**src/rtl/pwm_pkg.sv**
```systemverilog
// Shared constants and helpers for the multi-channel PWM block.
// Latency: n/a (constants and combinational helper only).
// Backpressure: n/a.
package pwm_pkg;

  localparam logic MODE_EDGE   = 1'b0;
  localparam logic MODE_CENTER = 1'b1;

  // Counter direction states
  localparam logic [0:0] DIR_UP   = 1'b0;
  localparam logic [0:0] DIR_DOWN = 1'b1;

  // Upper bounds for the duty slice helper: WIDTH <= 32, NCH <= 32
  localparam int MAX_W   = 32;
  localparam int MAX_NCH = 32;
  localparam int MAX_BUS = MAX_W * MAX_NCH;

  // Returns channel idx of a flattened duty bus (channel i at [i*width +: width]).
  // The caller zero-extends the bus to MAX_BUS and truncates the result to its width.
  function automatic logic [MAX_W-1:0] duty_slice(input logic [MAX_BUS-1:0] bus,
                                                  input int width,
                                                  input int idx);
    logic [MAX_BUS-1:0] w_sh;
    w_sh = bus >> (idx * width);
    return w_sh[MAX_W-1:0];
  endfunction

endpackage

```
**src/rtl/pwm_channel.sv**
```systemverilog
// One PWM channel: active duty/polarity registers, compare, polarity XOR, output flop.
// Latency: one cycle from counter value to pin.
// Backpressure: none; active registers load only on the parent's boundary strobe.
module pwm_channel #(
  parameter int WIDTH = 16
) (
  input  logic             clk,
  input  logic             rst_n,
  input  logic             i_en,
  input  logic             i_load,
  input  logic [WIDTH-1:0] i_cnt,
  input  logic [WIDTH-1:0] i_duty,
  input  logic             i_pol,
  output logic             o_pwm
);

  logic [WIDTH-1:0] r_duty;
  logic             r_pol;
  logic             r_pwm;
  logic             w_raw;

  // Counter below duty drives the active level; duty 0 never fires, duty > period always fires
  assign w_raw = (i_cnt < r_duty);

  // Active duty/polarity change only when the parent signals a boundary with pending config
  always_ff @(posedge clk or negedge rst_n) begin
    if (!rst_n) begin
      r_duty <= '0;
      r_pol  <= 1'b0;
    end else if (i_load) begin
      r_duty <= i_duty;
      r_pol  <= i_pol;
    end
  end

  // Registered pin: modulated while running, parked at the idle (polarity) level when stopped
  always_ff @(posedge clk or negedge rst_n) begin
    if (!rst_n) begin
      r_pwm <= 1'b0;
    end else begin
      r_pwm <= i_en ? (w_raw ^ r_pol) : r_pol;
    end
  end

  assign o_pwm = r_pwm;

endmodule

```
**src/rtl/pwm_multi.sv**
```systemverilog
// NCH-channel PWM with shared period counter, shadowed config applied at period boundaries.
// Latency: one cycle from counter to pwm_out/period_start; config takes effect at next boundary.
// Backpressure: none; cfg_we always accepted, a write while pending overwrites the shadow.
module pwm_multi
  import pwm_pkg::*;
#(
  parameter int WIDTH = 16,
  parameter int NCH   = 4
) (
  input  logic                 clk,
  input  logic                 rst_n,
  input  logic                 en,
  input  logic                 mode,
  input  logic                 cfg_we,
  input  logic [WIDTH-1:0]     cfg_period,
  input  logic [NCH*WIDTH-1:0] cfg_duty,
  input  logic [NCH-1:0]       cfg_pol,
  output logic                 cfg_pending,
  output logic                 period_start,
  output logic [NCH-1:0]       pwm_out
);

  logic [WIDTH-1:0]     r_cnt;
  logic [0:0]           r_dir;
  logic [WIDTH-1:0]     r_period;
  logic                 r_mode;
  logic [WIDTH-1:0]     r_sh_period;
  logic [NCH*WIDTH-1:0] r_sh_duty;
  logic [NCH-1:0]       r_sh_pol;
  logic                 r_pending;
  logic                 r_pstart;

  logic [WIDTH-1:0]     w_cnt_nxt;
  logic [0:0]           w_dir_nxt;
  logic                 w_boundary;
  logic                 w_load;
  logic [WIDTH-1:0]     w_sh_duty [NCH];

  // Next counter value and direction; a stopped counter parks at 0 counting up
  always_comb begin
    w_cnt_nxt = '0;
    w_dir_nxt = DIR_UP;
    if (en) begin
      if (r_mode == MODE_EDGE) begin
        if (r_cnt < r_period) w_cnt_nxt = r_cnt + WIDTH'(1);
      end else if (r_dir == DIR_UP) begin
        if (r_cnt < r_period) begin
          w_cnt_nxt = r_cnt + WIDTH'(1);
        end else if (r_period > WIDTH'(1)) begin
          // Peak reached: turn around; P=1 falls straight back to 0 (period of 2)
          w_cnt_nxt = r_period - WIDTH'(1);
          w_dir_nxt = DIR_DOWN;
        end
      end else begin
        w_cnt_nxt = r_cnt - WIDTH'(1);
        w_dir_nxt = (r_cnt > WIDTH'(1)) ? DIR_DOWN : DIR_UP;
      end
    end
  end

  // Any edge that lands the counter on 0 starts a period, including every stopped or P=0 edge
  assign w_boundary = (w_cnt_nxt == '0);
  assign w_load     = w_boundary & r_pending;

  // Counter and direction state
  always_ff @(posedge clk or negedge rst_n) begin
    if (!rst_n) begin
      r_cnt <= '0;
      r_dir <= DIR_UP;
    end else begin
      r_cnt <= w_cnt_nxt;
      r_dir <= w_dir_nxt;
    end
  end

  // Shared active period and mode, swapped in only at a boundary so no period is truncated
  always_ff @(posedge clk or negedge rst_n) begin
    if (!rst_n) begin
      r_period <= '0;
      r_mode   <= MODE_EDGE;
    end else if (w_load) begin
      r_period <= r_sh_period;
      r_mode   <= mode;
    end
  end

  // Shadow registers capture every write; a same-edge transfer still sees the old shadow
  always_ff @(posedge clk or negedge rst_n) begin
    if (!rst_n) begin
      r_sh_period <= '0;
      r_sh_duty   <= '0;
      r_sh_pol    <= '0;
    end else if (cfg_we) begin
      r_sh_period <= cfg_period;
      r_sh_duty   <= cfg_duty;
      r_sh_pol    <= cfg_pol;
    end
  end

  // Pending flag: a write always wins over a transfer on the same edge
  always_ff @(posedge clk or negedge rst_n) begin
    if (!rst_n) begin
      r_pending <= 1'b0;
    end else if (cfg_we) begin
      r_pending <= 1'b1;
    end else if (w_load) begin
      r_pending <= 1'b0;
    end
  end

  // Period start aligned with the pins: flags the cycle whose compared count was 0 going up
  always_ff @(posedge clk or negedge rst_n) begin
    if (!rst_n) begin
      r_pstart <= 1'b0;
    end else begin
      r_pstart <= en & (r_cnt == '0) & (r_dir == DIR_UP);
    end
  end

  for (genvar gi = 0; gi < NCH; gi++) begin : g_ch
    assign w_sh_duty[gi] = WIDTH'(duty_slice(MAX_BUS'(r_sh_duty), WIDTH, gi));

    pwm_channel #(
      .WIDTH (WIDTH)
    ) u_ch (
      .clk    (clk),
      .rst_n  (rst_n),
      .i_en   (en),
      .i_load (w_load),
      .i_cnt  (r_cnt),
      .i_duty (w_sh_duty[gi]),
      .i_pol  (r_sh_pol[gi]),
      .o_pwm  (pwm_out[gi])
    );
  end

  assign cfg_pending  = r_pending;
  assign period_start = r_pstart;

endmodule

```
**config.mk**
```make
export PLATFORM = sky130hd
export DESIGN_NAME = pwm_multi
export DESIGN_NICKNAME = d
export VERILOG_FILES = /design/src/rtl/pwm_pkg.sv /design/src/rtl/pwm_channel.sv /design/src/rtl/pwm_multi.sv
export SDC_FILE = /design/constraint.sdc
export NUM_CORES = 1
export LEC_CHECK = 0
export ABC_AREA = 1
export CAP_MARGIN = 20
export CORE_MARGIN = 5
export CORE_UTILIZATION = 45
export CTS_CLUSTER_DIAMETER = 30
export DETAILED_ROUTE_END_ITERATION = 8
export PLACE_DENSITY = 0.62
export SLEW_MARGIN = 25
export SYNTH_ARGS = -nofsm -noshare
export SYNTH_HDL_FRONTEND = slang
export SYNTH_SLANG_ARGS = --single-unit
```
**constraint.sdc**
```tcl
create_clock -name clk -period 3.4 [get_ports clk]
set_clock_uncertainty 0.15 [all_clocks]
set_input_delay 0.34 -clock clk [delete_from_list [all_inputs] [get_ports clk]]
set_output_delay 0.34 -clock clk [all_outputs]
set_load 0.005 [all_outputs]
```
# Word level (Yosys, flattened, before mapping)
# Cells that the tools add are included.
dict set report classes {
  addsub 3
  magnitude_cmp 7
  n_mux 18
  bitwise 8
  n_reduce_logical 3
}
# cell n
set op_table {}
lappend op_table {{$mux W16} 6}
lappend op_table {{$lt A16 B16 Y1} 5}
lappend op_table {{$gt A16 B1 Y1 const B} 2}
lappend op_table {{$logic_not A16 Y1} 2}
lappend op_table {{$sub A16 B1 Y16 const B} 2}
lappend op_table {{$add A16 B1 Y16 const B} 1}
lappend op_table {{$mux W1} 12}
lappend op_table {{$xor A1 B1 Y1} 4}
lappend op_table {{$and A1 B1 Y1} 3}
lappend op_table {{$reduce_bool A2 Y1} 1}
lappend op_table {{$not A1 Y1} 1}
dict set report word_totals {
  ff_bits 192
  out_inout_bits 6
  elab_cells 60
}

# Depth between registers and ports, before layout
dict set report logic_depth {
  depth_word 10
  ltp_mapped 25
}

# Modules after synthesis
# From an unflattened synthesis, not the netlist that was laid out.
dict set report unflattened {
  cells_unflattened 1375
  hier_area_um2 10652.7
}
# module n_inst cells_each area_each_um2 seq_area_each_um2
set by_module_without_submodules {}
lappend by_module_without_submodules {pwm_multi 1 869 6424.9 3002.9}
lappend by_module_without_submodules {{pwm_channel (g_ch[0].u_ch ...)} 3 127 1059.8 450.4}
lappend by_module_without_submodules {{pwm_channel (g_ch[3].u_ch)} 1 125 1048.5 450.4}

# Worst setup path before layout
# OpenSTA, ideal clock, no wires.
dict set report synth_path {
  path_type {reg-to-reg}
  start {register r_cnt[5]}
  end {register g_ch[0].u_ch.r_duty[10]}
  setup_time_ns 0.116
  arrival_time_ns 2.417
  path_slack_ns 0.717
  path_stages_with_launch 23
  period_less_slack_ns 2.683
  cell_sequence {dfrtp_1 -> ha_1 -> a21oi_1 -> nor2_1 -> nor3_1 -> nand2_1 -> nand2_1 -> nand2_2 -> nand2_2 -> nand2_4 -> buf_6 -> nand3_1 -> nand2_1 -> nand2_1 -> nand2_1 -> inv_1 -> nand2_1 -> nor2_1 -> nand3_1 -> buf_4 -> buf_4 -> nand2_1 -> nand2_1}
}
dict set report synth_between {
  elab_chain_cells 7
  word_cells_on_any_way 10
  cone_classes {2 x add/sub; 1 x order compare; 5 x mux; 1 x bitwise; 1 x reduce/logical}
}
# item line
set synth_lines {}
lappend synth_lines {{start: declaration} pwm_multi.sv:23} ;# logic [WIDTH-1:0] r_cnt;
lappend synth_lines {{start signal: assignment} pwm_multi.sv:71} ;# r_cnt <= w_cnt_nxt;
lappend synth_lines {{$add A16 B1 Y16 / $lt A16 B16 Y1 (equally long branches)} {pwm_multi.sv:45, pwm_multi.sv:48, pwm_multi.sv:47}}
lappend synth_lines {{$mux W16} pwm_multi.sv:47} ;# if (r_cnt < r_period) begin
lappend synth_lines {{$mux W16} pwm_multi.sv:46} ;# end else if (r_dir == DIR_UP) begin
lappend synth_lines {{$mux W16 *} pwm_multi.sv:44} ;# if (r_mode == MODE_EDGE) begin
lappend synth_lines {{$mux W16 *} pwm_multi.sv:43} ;# if (en) begin
lappend synth_lines {{$logic_not A16 Y1 *} pwm_multi.sv:62} ;# assign w_boundary = (w_cnt_nxt == '0);
lappend synth_lines {{$and A1 B1 Y1 *} pwm_multi.sv:63} ;# assign w_load = w_boundary & r_pending;
lappend synth_lines {{end signal: assignment} pwm_channel.sv:31} ;# r_duty <= i_duty;
lappend synth_lines {{end: declaration} pwm_channel.sv:17} ;# logic [WIDTH-1:0] r_duty;
# Mark *: on every way between the ends. The rest lies on a longest branch, timed or not.
# A chain may end at the register's enable or synchronous reset.

# Worst setup path in the final report
dict set report layout_path {
  start {register r_period[3]}
  end {register g_ch[2].u_ch.r_duty[2]}
}
dict set report layout_between {
  elab_chain_cells 8
  word_cells_on_any_way 11
  cone_classes {1 x add/sub; 2 x order compare; 6 x mux; 1 x bitwise; 1 x reduce/logical}
}
# item line
set layout_lines {}
lappend layout_lines {{start: declaration} pwm_multi.sv:25} ;# logic [WIDTH-1:0] r_period;
lappend layout_lines {{start signal: assignment} pwm_multi.sv:82} ;# r_period <= r_sh_period;
lappend layout_lines {{$sub A16 B1 Y16 / $gt A16 B1 Y1 (equally long branches)} {pwm_multi.sv:51, pwm_multi.sv:49}}
lappend layout_lines {{$mux W16} pwm_multi.sv:49} ;# end else if (r_period > WIDTH'(1)) begin
lappend layout_lines {{$mux W16} pwm_multi.sv:47}
lappend layout_lines {{$mux W16} pwm_multi.sv:46}
lappend layout_lines {{$mux W16 *} pwm_multi.sv:44}
lappend layout_lines {{$mux W16 *} pwm_multi.sv:43}
lappend layout_lines {{$logic_not A16 Y1 *} pwm_multi.sv:62}
lappend layout_lines {{$and A1 B1 Y1 *} pwm_multi.sv:63}
lappend layout_lines {{end signal: assignment} pwm_channel.sv:31}
lappend layout_lines {{end: declaration} pwm_channel.sv:17}
# Marked as above.

==> run metrics <==
status=completed; routability-driven placement congestion ratio=0.928; FF-to-FF setup slack=approximately 0.25 ns; I/O pin total=95; Yosys warning count=0; Max Root-Sink Buffers=2; reg-to-reg endpoint=g_ch[2].u_ch.r_duty[2]; Least-Margin Pin Slew=0.747 ns; # port buffers=94; CTS Sinks=192; area of the multi-input gates=5320 um^2; CTS tree=yes; post-layout util=~55%; most frequent cells in the layout=nand2_1, dfrtp_1, inv_1; final WL=28.4 mm; initial DRC count=a little over 600; Post-layout nets=~1700; CTS H-tree depth=4; Max transition margin=50.2%; die width=~170 um; clock slew at reported path FFs=~0.08 ns; Die Height=around 170 um; HP Class=in -> reg; Netlist cell types=39; Max-cap violations=0; Synth async-reset ratio=100%; Critical R2R Launch=r_period[3]; Avg Cell Area, Syn=between 7 and 8 um^2; sequential area share after synthesis=~44%; commonest non-fill, non-tap cell in the layout=nand2_1; Die Footprint=between 20000 and 30000 um^2; WL/cell=roughly 15 um; Tmin final=~3.2 ns; WP data required=3.63 ns; worst setup slack after layout=0.247 ns; final hold vios=0; Worst Setup SP=r_period[3]; critical-path maximum fanout=17; crit path capture=g_ch[2].u_ch.r_duty[2]; f_max=around 320 MHz; Placeable Area=24200 um^2; Post-synth EDFFs=0; critical path capture point type=flop; R2R depth=21; n_diodes=0; syn nets=around 1600; vias per cell=between 5 and 6; share of cells above drive strength 1=11.9%; static leakage=7.21 nW; first-pass GRT wire length=45.1 mm; gr usage total=between 10% and 20%; vias in the first global route=about 8800; pin count of the biggest net entering global routing=between 80 and 90; initial antenna violation count=2; Clk Tree Root Cell=clkbuf_16; synthesis-to-layout area growth=20.0%; top cells by area, synth=dfrtp_1, nand2_1, ha_1, inv_1, nand3_2; Final Cycle Share=between 90% and 100%; DR vias=between 9000 and 10000; crit start category=flop; num rows=57; Pins Over Slew Limit=0; Main synth FF type=dfrtp_1; largest area contributor in the netlist=dfrtp_1; Post-Syn Instances=about 1400; effective utilization at floorplan=between 40 and 50%; drc violations=0; Final HPWL DP=between 15 and 20 mm; final hold slack=0.264 ns; DRT Pass-1 Iters=5; fillers=2344; Synth Register Bits=between 150 and 200; Pwr Total=around 8.6 mW; peak supply drop=between 0.2 and 0.3 mV; power density over the cells=about 650 nW/um^2; total gr overflow=0; worst setup path class=reg -> reg; Num CTS Buffers=17; Routed Antenna Nets=0; Setup-failing EPs final=0; Crit path arrival time=approximately 3.4 ns; Synth top area share=43.5%; pre-CTS setup slack=approximately 0.28 ns; latest clock arrival within the worst-skew pair=0.44 ns; sequential cell area=4810 um^2; Mapped Area=about 11000 um^2
==> critical path: stages, from the launching register on <==
cell,delay (ns)
dfrtp_1,0.41
inv_1,0.11
ha_1,0.32
a21oi_1,0.15
nand2_1,0.08
nand2_1,0.07
nand2_1,0.09
nand2_1,0.09
nand2_2,0.07
nand2_2,0.08
nand2_4,0.12
nand2_1,0.09
nand2_1,0.08
nand2_1,0.10
nand2_1,0.09
nor2_1,0.13
nand2_1,0.11
nor2_4,0.23
buf_12,0.20
buf_4,0.16
nand3_2,0.06
nand2_1,0.09
==> where the power goes <==
group          leakage (nW)  switching, mW  internal (mW)
logic                  4.53           1.92           1.31
clock network         0.282          0.992           1.05
registers              2.40          0.417           2.86
==> worst min-delay path by stage <==
stage	start	endpoint	slack [ns]	cells past startpoint
floorplan	rst_n	cfg_pending	-0.11	0
global placement	rst_n	r_sh_duty[38]	0.24	1
detailed placement	rst_n	r_sh_duty[38]	0.25	1
CTS	cfg_we	cfg_pending	0.26	4
global route	cfg_duty[6]	r_sh_duty[6]	0.28	3
finish	cfg_we	r_sh_duty[9]	0.26	5
==> what timing repair did <==
item,in CTS,in global routing
buffers inserted,0,2
endpoints found under the setup margin,0,11
resized for setup,0,5
hold buffers,1,0
hold endpoints to repair,65,0
==> cell usage after synthesis, types with 2 or more instances <==
cell type and number:
clkbuf_1 28, xor2_1 9, o211ai_1 6, buf_1 2, nand3_1 66, nor2_1 49
a21boi_0 2, nor2_2 5, inv_1 140, nor2_4 5, clkinv_1 2, a31oi_1 5
ha_1 81, nor4_1 2, buf_2 10, nand3_2 50, buf_12 6, a211oi_1 4
or2_2 2, a21oi_1 49, inv_2 6, nand2_1 582, o21ai_1 6, nand2_2 9
buf_4 10, buf_6 2, nor3_1 14, dfrtp_1 192, nand4_1 15, nand3b_1 3
o21bai_1 3, o21ai_0 27, xnor2_1 4
==> final cells by class <==
type | instances | area share [%]
clock buffer | 18 | 3.24
clock inverter | 14 | 1.27
inverter | 148 | 4.20
multi-input combinational | 1004 | 40.2
sequential | 192 | 36.3
tap | 324 | 3.06
timing repair buffer | 158 | 11.7
==> per-stage QoR <==
| stage | setup TNS, ns | cells | area, um^2 |
|---|---|---|---|
| 3_5_place_dp | 0 | 1819 | 12500 |
| 2_1_floorplan | 0 | 1402 | 11000 |
| 6_report | 0 | 1858 | 13200 |
| 4_1_cts | 0 | 1852 | 13100 |
| 5_1_grt | -0.00236 | 1858 | 13200 |
| 3_3_place_gp | 0 | 1819 | 12500 |
==> per-layer routing <==
| metal | vias up | GRT usage [%] | wire length, um |
|---|---|---|---|
| met5 | - | 0 | 18 |
| met4 | 4 | 6.23 | 665 |
| met3 | 54 | 3.44 | 1340 |
| met2 | 225 | 31.1 | 12800 |
| met1 | 4387 | 28.6 | 13600 |
| li1 | 4672 | - | - |
==> sequential cells by signal, summed over array words and instances, names as in the netlist <==
| signal | cells |
|---|---|
| g_ch.u_ch.o_pwm | 4 |
| period_start | 1 |
| r_cnt | 16 |
| r_sh_period | 16 |
| r_sh_pol | 4 |
| r_period | 16 |
| g_ch.u_ch.r_pol | 4 |
| r_mode | 1 |
| r_dir | 1 |
| r_sh_duty | 64 |
| cfg_pending | 1 |
| g_ch.u_ch.r_duty | 64 |
==> cell families (layout without fill, tap and decap cells) <==
kind of cell / Yosys count / in the layout / share of synthesized area, %
DFF: 192 / 192 / 43.5
xor gates and xnor gates: 13 / 13 / 1.03
adders and majority gates: 81 / 81 / 9.18
buffers and inverters: 206 / 338 / 8.48
and+or+nand+nor: 805 / 805 / 32.5
AOI/OAI and AO/OA: 105 / 105 / 5.25
(Power assumes the default switching activity.)
